--- src/rtl/alu_exec_ctrl.sv ---
// Execution sequencer for the 16-bit ALU datapath: register read, ALU or
// multiplier/divider execution, and register write-back of one instruction.
module alu_exec_ctrl #(
   parameter int unsigned MD_TIMEOUT = 64
) (
   input  logic        i_clk,
   input  logic        i_reset,
   input  logic        i_instr_valid,
   output logic        o_instr_ready,
   input  logic [31:0] i_instr,
   output logic [4:0]  o_rf_raddr_a,
   output logic [4:0]  o_rf_raddr_b,
   input  logic [15:0] i_rf_rdata_a,
   input  logic [15:0] i_rf_rdata_b,
   output logic [5:0]  o_alu_sel,
   output logic [15:0] o_op_a,
   output logic [15:0] o_op_b,
   input  logic [15:0] i_alu_res,
   output logic        o_md_start,
   input  logic        i_md_done,
   input  logic [31:0] i_md_res,
   output logic        o_rf_we,
   output logic [4:0]  o_rf_waddr,
   output logic [15:0] o_rf_wdata,
   output logic        o_done,
   output logic        o_illegal,
   output logic        o_timeout
);

   localparam int unsigned CntW = $clog2(MD_TIMEOUT + 1);
   localparam logic [CntW-1:0] CntMax = CntW'(MD_TIMEOUT);
   localparam logic [CntW-1:0] CntOne = CntW'(1);

   localparam logic [5:0] OpMov  = 6'h00;
   localparam logic [5:0] OpAdd  = 6'h04;
   localparam logic [5:0] OpMul  = 6'h07;
   localparam logic [5:0] OpDiv  = 6'h08;
   localparam logic [5:0] OpLrsh = 6'h10;

   typedef enum logic [2:0] {
      StIdle,
      StRead,
      StExec,
      StWaitMd,
      StWb,
      StWbHi,
      StErr
   } state_e;

   state_e          r_state;
   state_e          w_state_next;
   logic [31:0]     r_instr;
   logic [15:0]     r_op_a;
   logic [15:0]     r_op_b;
   logic [15:0]     r_result;
   logic [15:0]     r_md_hi;
   logic [CntW-1:0] r_md_cnt;

   logic [5:0] w_in_op;
   logic [5:0] w_op;
   logic       w_accept;
   logic       w_in_legal;
   logic       w_is_md;
   logic       w_is_mul;
   logic       w_unused_fields;

   assign w_in_op    = i_instr[31:26];
   assign w_op       = r_instr[31:26];
   assign w_accept   = (r_state == StIdle) && i_instr_valid;
   assign w_in_legal = (w_in_op == OpMov) || ((w_in_op >= OpAdd) && (w_in_op <= OpLrsh));
   assign w_is_mul   = (w_op == OpMul);
   assign w_is_md    = w_is_mul || (w_op == OpDiv);

   assign w_unused_fields = ^r_instr[15:10];

   // Read addresses go out in the accept cycle so data is back during READ.
   assign o_rf_raddr_a = w_accept ? i_instr[4:0] : r_instr[4:0];
   assign o_rf_raddr_b = w_accept ? i_instr[9:5] : r_instr[9:5];
   assign o_alu_sel    = w_op;
   assign o_op_a       = r_op_a;
   assign o_op_b       = r_op_b;

   always_ff @(posedge i_clk or posedge i_reset) begin
      if (i_reset) begin
         r_state <= StIdle;
      end else begin
         r_state <= w_state_next;
      end
   end

   always_ff @(posedge i_clk or posedge i_reset) begin
      if (i_reset) begin
         r_instr  <= '0;
         r_op_a   <= '0;
         r_op_b   <= '0;
         r_result <= '0;
         r_md_hi  <= '0;
         r_md_cnt <= '0;
      end else begin
         unique case (r_state)
            StIdle: begin
               if (w_accept) begin
                  r_instr <= i_instr;
               end
            end
            StRead: begin
               r_op_a <= i_rf_rdata_a;
               r_op_b <= i_rf_rdata_b;
            end
            StExec: begin
               r_result <= (w_op == OpMov) ? r_op_a : i_alu_res;
               r_md_cnt <= CntOne;
            end
            StWaitMd: begin
               if (i_md_done) begin
                  r_result <= i_md_res[15:0];
                  r_md_hi  <= i_md_res[31:16];
               end else begin
                  r_md_cnt <= r_md_cnt + CntOne;
               end
            end
            default: begin
            end
         endcase
      end
   end

   always_comb begin
      w_state_next  = r_state;
      o_instr_ready = 1'b0;
      o_md_start    = 1'b0;
      o_rf_we       = 1'b0;
      o_rf_waddr    = '0;
      o_rf_wdata    = '0;
      o_done        = 1'b0;
      o_illegal     = 1'b0;
      o_timeout     = 1'b0;
      unique case (r_state)
         StIdle: begin
            o_instr_ready = 1'b1;
            if (i_instr_valid) begin
               w_state_next = w_in_legal ? StRead : StErr;
            end
         end
         StRead: begin
            w_state_next = StExec;
         end
         StExec: begin
            if (w_is_md) begin
               o_md_start   = 1'b1;
               w_state_next = StWaitMd;
            end else begin
               w_state_next = StWb;
            end
         end
         StWaitMd: begin
            // A done arriving on the limit cycle still counts as success.
            if (i_md_done) begin
               w_state_next = StWb;
            end else if (r_md_cnt == CntMax) begin
               o_timeout    = 1'b1;
               o_done       = 1'b1;
               w_state_next = StIdle;
            end
         end
         StWb: begin
            o_rf_we      = 1'b1;
            o_rf_waddr   = r_instr[20:16];
            o_rf_wdata   = r_result;
            o_done       = !w_is_mul;
            w_state_next = w_is_mul ? StWbHi : StIdle;
         end
         StWbHi: begin
            o_rf_we      = 1'b1;
            o_rf_waddr   = r_instr[25:21];
            o_rf_wdata   = r_md_hi;
            o_done       = 1'b1;
            w_state_next = StIdle;
         end
         StErr: begin
            o_illegal    = 1'b1;
            o_done       = 1'b1;
            w_state_next = StIdle;
         end
         default: begin
            w_state_next = StIdle;
         end
      endcase
   end

endmodule

--- config.mk ---
export PLATFORM = sky130hd
export DESIGN_NAME = alu_exec_ctrl
export DESIGN_NICKNAME = d
export VERILOG_FILES = /design/src/rtl/alu_exec_ctrl.sv
export SDC_FILE = /design/constraint.sdc
export NUM_CORES = 1
export LEC_CHECK = 0
export ABC_CLOCK_PERIOD_IN_PS = 5800
export CORE_MARGIN = 10
export CORE_UTILIZATION = 48
export DETAILED_ROUTE_END_ITERATION = 7
export PLACE_DENSITY_LB_ADDON = 0.3
export SYNTH_ARGS = -nofsm -noshare
export SYNTH_HDL_FRONTEND = slang
export SYNTH_SLANG_ARGS = --single-unit
--- constraint.sdc ---
create_clock -name i_clk -period 5.8 [get_ports i_clk]
set_input_delay 0.58 -clock i_clk [delete_from_list [all_inputs] [get_ports i_clk]]
set_output_delay 0.58 -clock i_clk [all_outputs]
set_load 0.02 [all_outputs]
; ---- After elaboration in Yosys (flattened, before gate mapping)
; Index checks and enable logic that the tools add are counted.
[totals]
ff_bits = 106
in_bits = 116
wordCells = 64
[classes]
n_addsub = 1
magnitude_cmp = 2
eq_ne = 13
muxes = 25
reduce_logical = 16
[op_table]
columns = cell, count
row1 = 16-bit one-hot mux with 2 select lines, 2
row2 = 16-bit two-way mux, 2
row3 = 3-bit two-way mux, 6
row4 = 3-bit one-hot mux with 5 select lines, 1
row5 = 7-bit one-hot mux with 2 select lines, 1
row6 = 6-bit zero test, 2
row7 = 5-bit two-way mux, 2
row8 = 5-bit one-hot mux with 2 select lines, 1
row9 = 2-bit AND reduction, 5
row10 = "3-bit == test, second input constant", 3
row11 = 1-bit two-way mux, 8
row12 = "7-bit by 1-bit adder with 7-bit output, second input constant", 1
row13 = "7-bit == test, second input constant", 1
row14 = 7-bit two-way mux, 1
row15 = "3-bit by 2-bit == test with 1-bit output, second input constant", 2
row16 = "6-bit by 3-bit == test with 1-bit output, second input constant", 1
row17 = "6-bit by 4-bit == test with 1-bit output, second input constant", 1
row18 = "6-bit by 3-bit >= comparator with 1-bit output, second input constant", 1
row19 = "6-bit by 5-bit less-or-equal comparator with 1-bit output, second input constant", 1
row20 = "2-bit inequality test, second input constant", 3
row21 = 2-bit OR reduction, 2
row22 = "3-bit by 1-bit == test with 1-bit output, second input constant", 1
row23 = 3-bit zero test, 1
row24 = "3-bit inequality test, second input constant", 1
row25 = other kinds (5), 7

; ---- Depth between registers and ports, before layout
[depth]
word_depth = 6
mapped_depth = 7

; ---- Least setup slack after synthesis
; Ideal clock, no wire load.
[synth_timing]
path_kind = reg-to-output
start = reg r_state[1]
end = out o_rf_raddr_b[0]
t_arrival_ns = 1.696
required_time_ns = 5.220
setup_slack_ns = 3.524
path_stages_with_launch = 7
n_path_buf = 3
cell_sequence = dfrtp_1 buf_6 nor3_4 and2_1 buf_6 buf_6 mux2_2
[synth_via]
elab_chain_cells = 3
[synth_rtl]
columns = element, line
row1 = "start, declared", 50  ; state_e r_state;
row2 = "start signal, assigned", 85  ; r_state <= StIdle;
row3 = "start signal, assigned", 87  ; r_state <= w_state_next;
row4 = 3-bit zero test, 69  ; assign w_accept = (r_state == StIdle) && i_instr_valid;
row5 = 1-bit logical AND, 69
row6 = 5-bit two-way mux, 78  ; assign o_rf_raddr_b = w_accept ? i_instr[9:5] : r_instr[9:5];
row7 = "end, declared", 12  ; output logic [4:0] o_rf_raddr_b,
; Every way passes these cells.

; ---- Worst setup path in the final report
[layout_timing]
start = reg r_state[0]
end = out o_rf_raddr_b[3]
; The elaborated chain is that of the path after synthesis.

==> impl_metrics.toml <==
[sta]
timing.final.crit_share = 0.720
max_freq_mhz = 239
finalHoldViolCount = 0
finalMaxSlewViolations = 0
tightest_slew_ns = 1.22
slew_headroom = 0.185
setup-violations-final = 0
setup_ws_ns = 1.62
setup_tns_ns = 0
grt_setup_unrepaired = "no"
worst_clock_skew_ns = 0.0112
period_minus_slack_ns = 4.18

[synth]
synth-seq-area-share = 0.501
ys_ff_latch = 100
synth_area_leaders = "dfrtp_1, mux2_2, mux2i_1"
synth_area_sq_mm = 0.00500
synth_common_cells = "dfrtp_1, mux2_2, nor2_1, o21ai_0"
syn_area_per_cell_sq_um = 12.0
synth_fp_nets = 536
synth_top_area_frac = 0.501
yosys_warnings = 0
yosysUniqueCellTypes = 55
syn_inst = 418
yosysMostFrequentCell = "dfrtp_1"
synthArstFlopShare = 1.00
synth_area_leader_cell = "dfrtp_1"
synth-edff-count = 0
synthFlopType = "dfrtp_1"

[global_routing]
grt_pass1_wl_microns = 21400
antenna_found_initial = 0
use_met3 = 0.0634
grt_max_degree = 70
met1_usage = 0.199
grt.overflow.total = 0
use_met2 = 0.317
grt.total_usage = 0.179
grt_most_used_layer = "met2"
grt_pass1_vias = 4130

[worst_hold_path]
hold_path_end = "r_instr[18]"
hp-class = "flip-flop to flip-flop"
hold_depth = 1
worstHoldStart = "r_instr[18]"

[place]
io_buffers = 184
dpl.hpwl_microns = 10600
gp_congestion = 0.830
placed_cells_incl_taps = 707
pre_cts_slack_ns = 2.02

[worst_setup_path]
criticalPathCategory = "flip-flop to output pin"
path_max_fanout = 35
r2r-start = "r_state[0]"
reg2reg_setup_slack_ns = 2.99
reg2regPathDepth = 4
path_cells = "nor3_4, and2_1, buf_4, mux2_2, clkdlybuf4s50_1"
crit_path_max_incr_delay_ns = 0.85
reg2reg_to = "r_instr[30]"
worstSetupStartpointType = "flip-flop"
cp_slowest_cell = "and2_1"
end_kind = "output pin"
crit_arrival_ns = 3.60
critPathRequiredTime_ns = 5.22

[outcome]
status = "completed"

[power]
p_total_mw = 3.40
switching_share = 0.382
leakage_nw = 2.92
p_per_area_mw_per_mm2 = 484
internal-power_mw = 2.10
pwr-share-comb = 0.496
p_switching_mw = 1.30
max-vdd-ir-drop_uv = 264
pwr-share-clk = 0.131
pwr-share-seq = 0.372

[clocking]
cts_max_path_buffers = 2
cts_buffers = 9
clock-sinks = 100
cts_resized = 0
cts_root_buf = "clkbuf_8"
cts_tree = "yes"
cts.clk_slew.worst_paths_ns = 0.09
post_cts_buffers = 0
htreeDepth = 3
hold_buffers = 0
clock_latency_ns = 0.36

[routing]
drtIter0Drc = 125
drcViolationCount = 0
wl_per_cell_microns = 18.9
first_pass_iters = 4
routed_wl_microns = 13600
via_count = 3816
via_per_inst = 5.28
ant_nets = 0

[final_layout]
final_cells = 723
fin_util = 0.686
syn_to_final_growth_pct = 40.4
drive_above_1_share = 0.213
nets = 700
diodes = 0

[floorplan]
die-area_sq_mm = 0.0149
dieWidth_microns = 122
core_area_sq_mm = 0.0102
start_util = 0.488
rows = 37
fp.dieH_microns = 122
ioPinCount = 191

[flow_run]
drv_cap = 0
[flip-flops by register name (all words and copies together) (netlist names)]
| register | flops |
|---|---|
| r_result | 16 |
| r_md_hi | 16 |
| o_op_a | 16 |
| o_op_b | 16 |
| r_md_cnt | 7 |
| r_state | 3 |
| r_instr | 26 |
[worst max-delay path: cells and delay by family, from the launching register on]
kind	cells	cell delay (ns)
AND/OR/NAND/NOR	2	1.26
buffers and inverters	2	0.85
flip-flops	1	0.77
multiplexers	1	0.35
[routing by layer]
layer,wire [microns],share of wire
met2,7040,0.52
met3,1080,0.079
met1,5400,0.40
met4,125,0.0092
met5,0,0
[worst max-delay path by stage]
| stage | from | to | slack, ns | cells after the start |
|---|---|---|---|---|
| CTS | r_state[0] | o_rf_raddr_b[3] | 1.62 | 5 |
| global route | r_state[0] | o_rf_raddr_b[2] | 1.41 | 5 |
| finish | r_state[0] | o_rf_raddr_b[3] | 1.62 | 5 |
| floorplan | i_reset | o_op_a[0] | 2.60 | 1 |
| global placement | r_state[0] | o_rf_raddr_b[0] | 2.10 | 5 |
| detailed placement | r_state[0] | o_rf_raddr_b[3] | 2.02 | 5 |
[metrics by stage]
stage	hold WS (ns)	area, sq um
after floorplan	0.449	5000
after global placement	0.467	6820
after detailed placement	0.474	6820
after CTS	0.496	7020
after global routing	0.516	7020
final	0.492	7020
[power groups by stage]
stage / clock, mW / combinational [mW] / sequential, mW
final: 0.446 / 1.69 / 1.27
after global routing: 0.486 / 1.81 / 1.31
after CTS: 0.460 / 1.71 / 1.27
after detailed placement: 0 / 1.71 / 1.28
after global placement: 0 / 1.66 / 1.26
after floorplan: 0 / 0.983 / 1.31
[cell type report]
type / count / area [sq um]
Fill cell: 781 / 3220
Inverter: 6 / 25.0
Tap cell: 136 / 170
Sequential cell: 100 / 2500
Clock inverter: 7 / 73.8
Multi-Input combinational cell: 277 / 2250
Clock buffer: 9 / 124
Timing Repair Buffer: 188 / 1870
[cells in the final DEF (no fill, tap or decap), drive strengths merged, types with 3 or more instances in the layout]
cell             n
mux2i           21
dfrtp          100
and2             5
nor4             3
nor3b            3
clkbuf           9
nor2            28
a211oi          18
nand2           22
clkdlybuf4s50  184
and3            17
inv              9
a21oi            5
o21ai           37
mux2            84
buf              4
[cell families (layout without fill, tap and decap cells)]
family          count (synthesis)  in the layout  share of synthesized area
fa+ha+maj                       2              2                    0.00501
buf+inv                        41            210                     0.0506
simple gates                   97             97                      0.120
compound gates                 70             70                     0.0869
flops                         100            100                      0.501
xor+xnor                        3              3                    0.00526
mux                           105            105                      0.231
(Power assumes the default switching activity.)
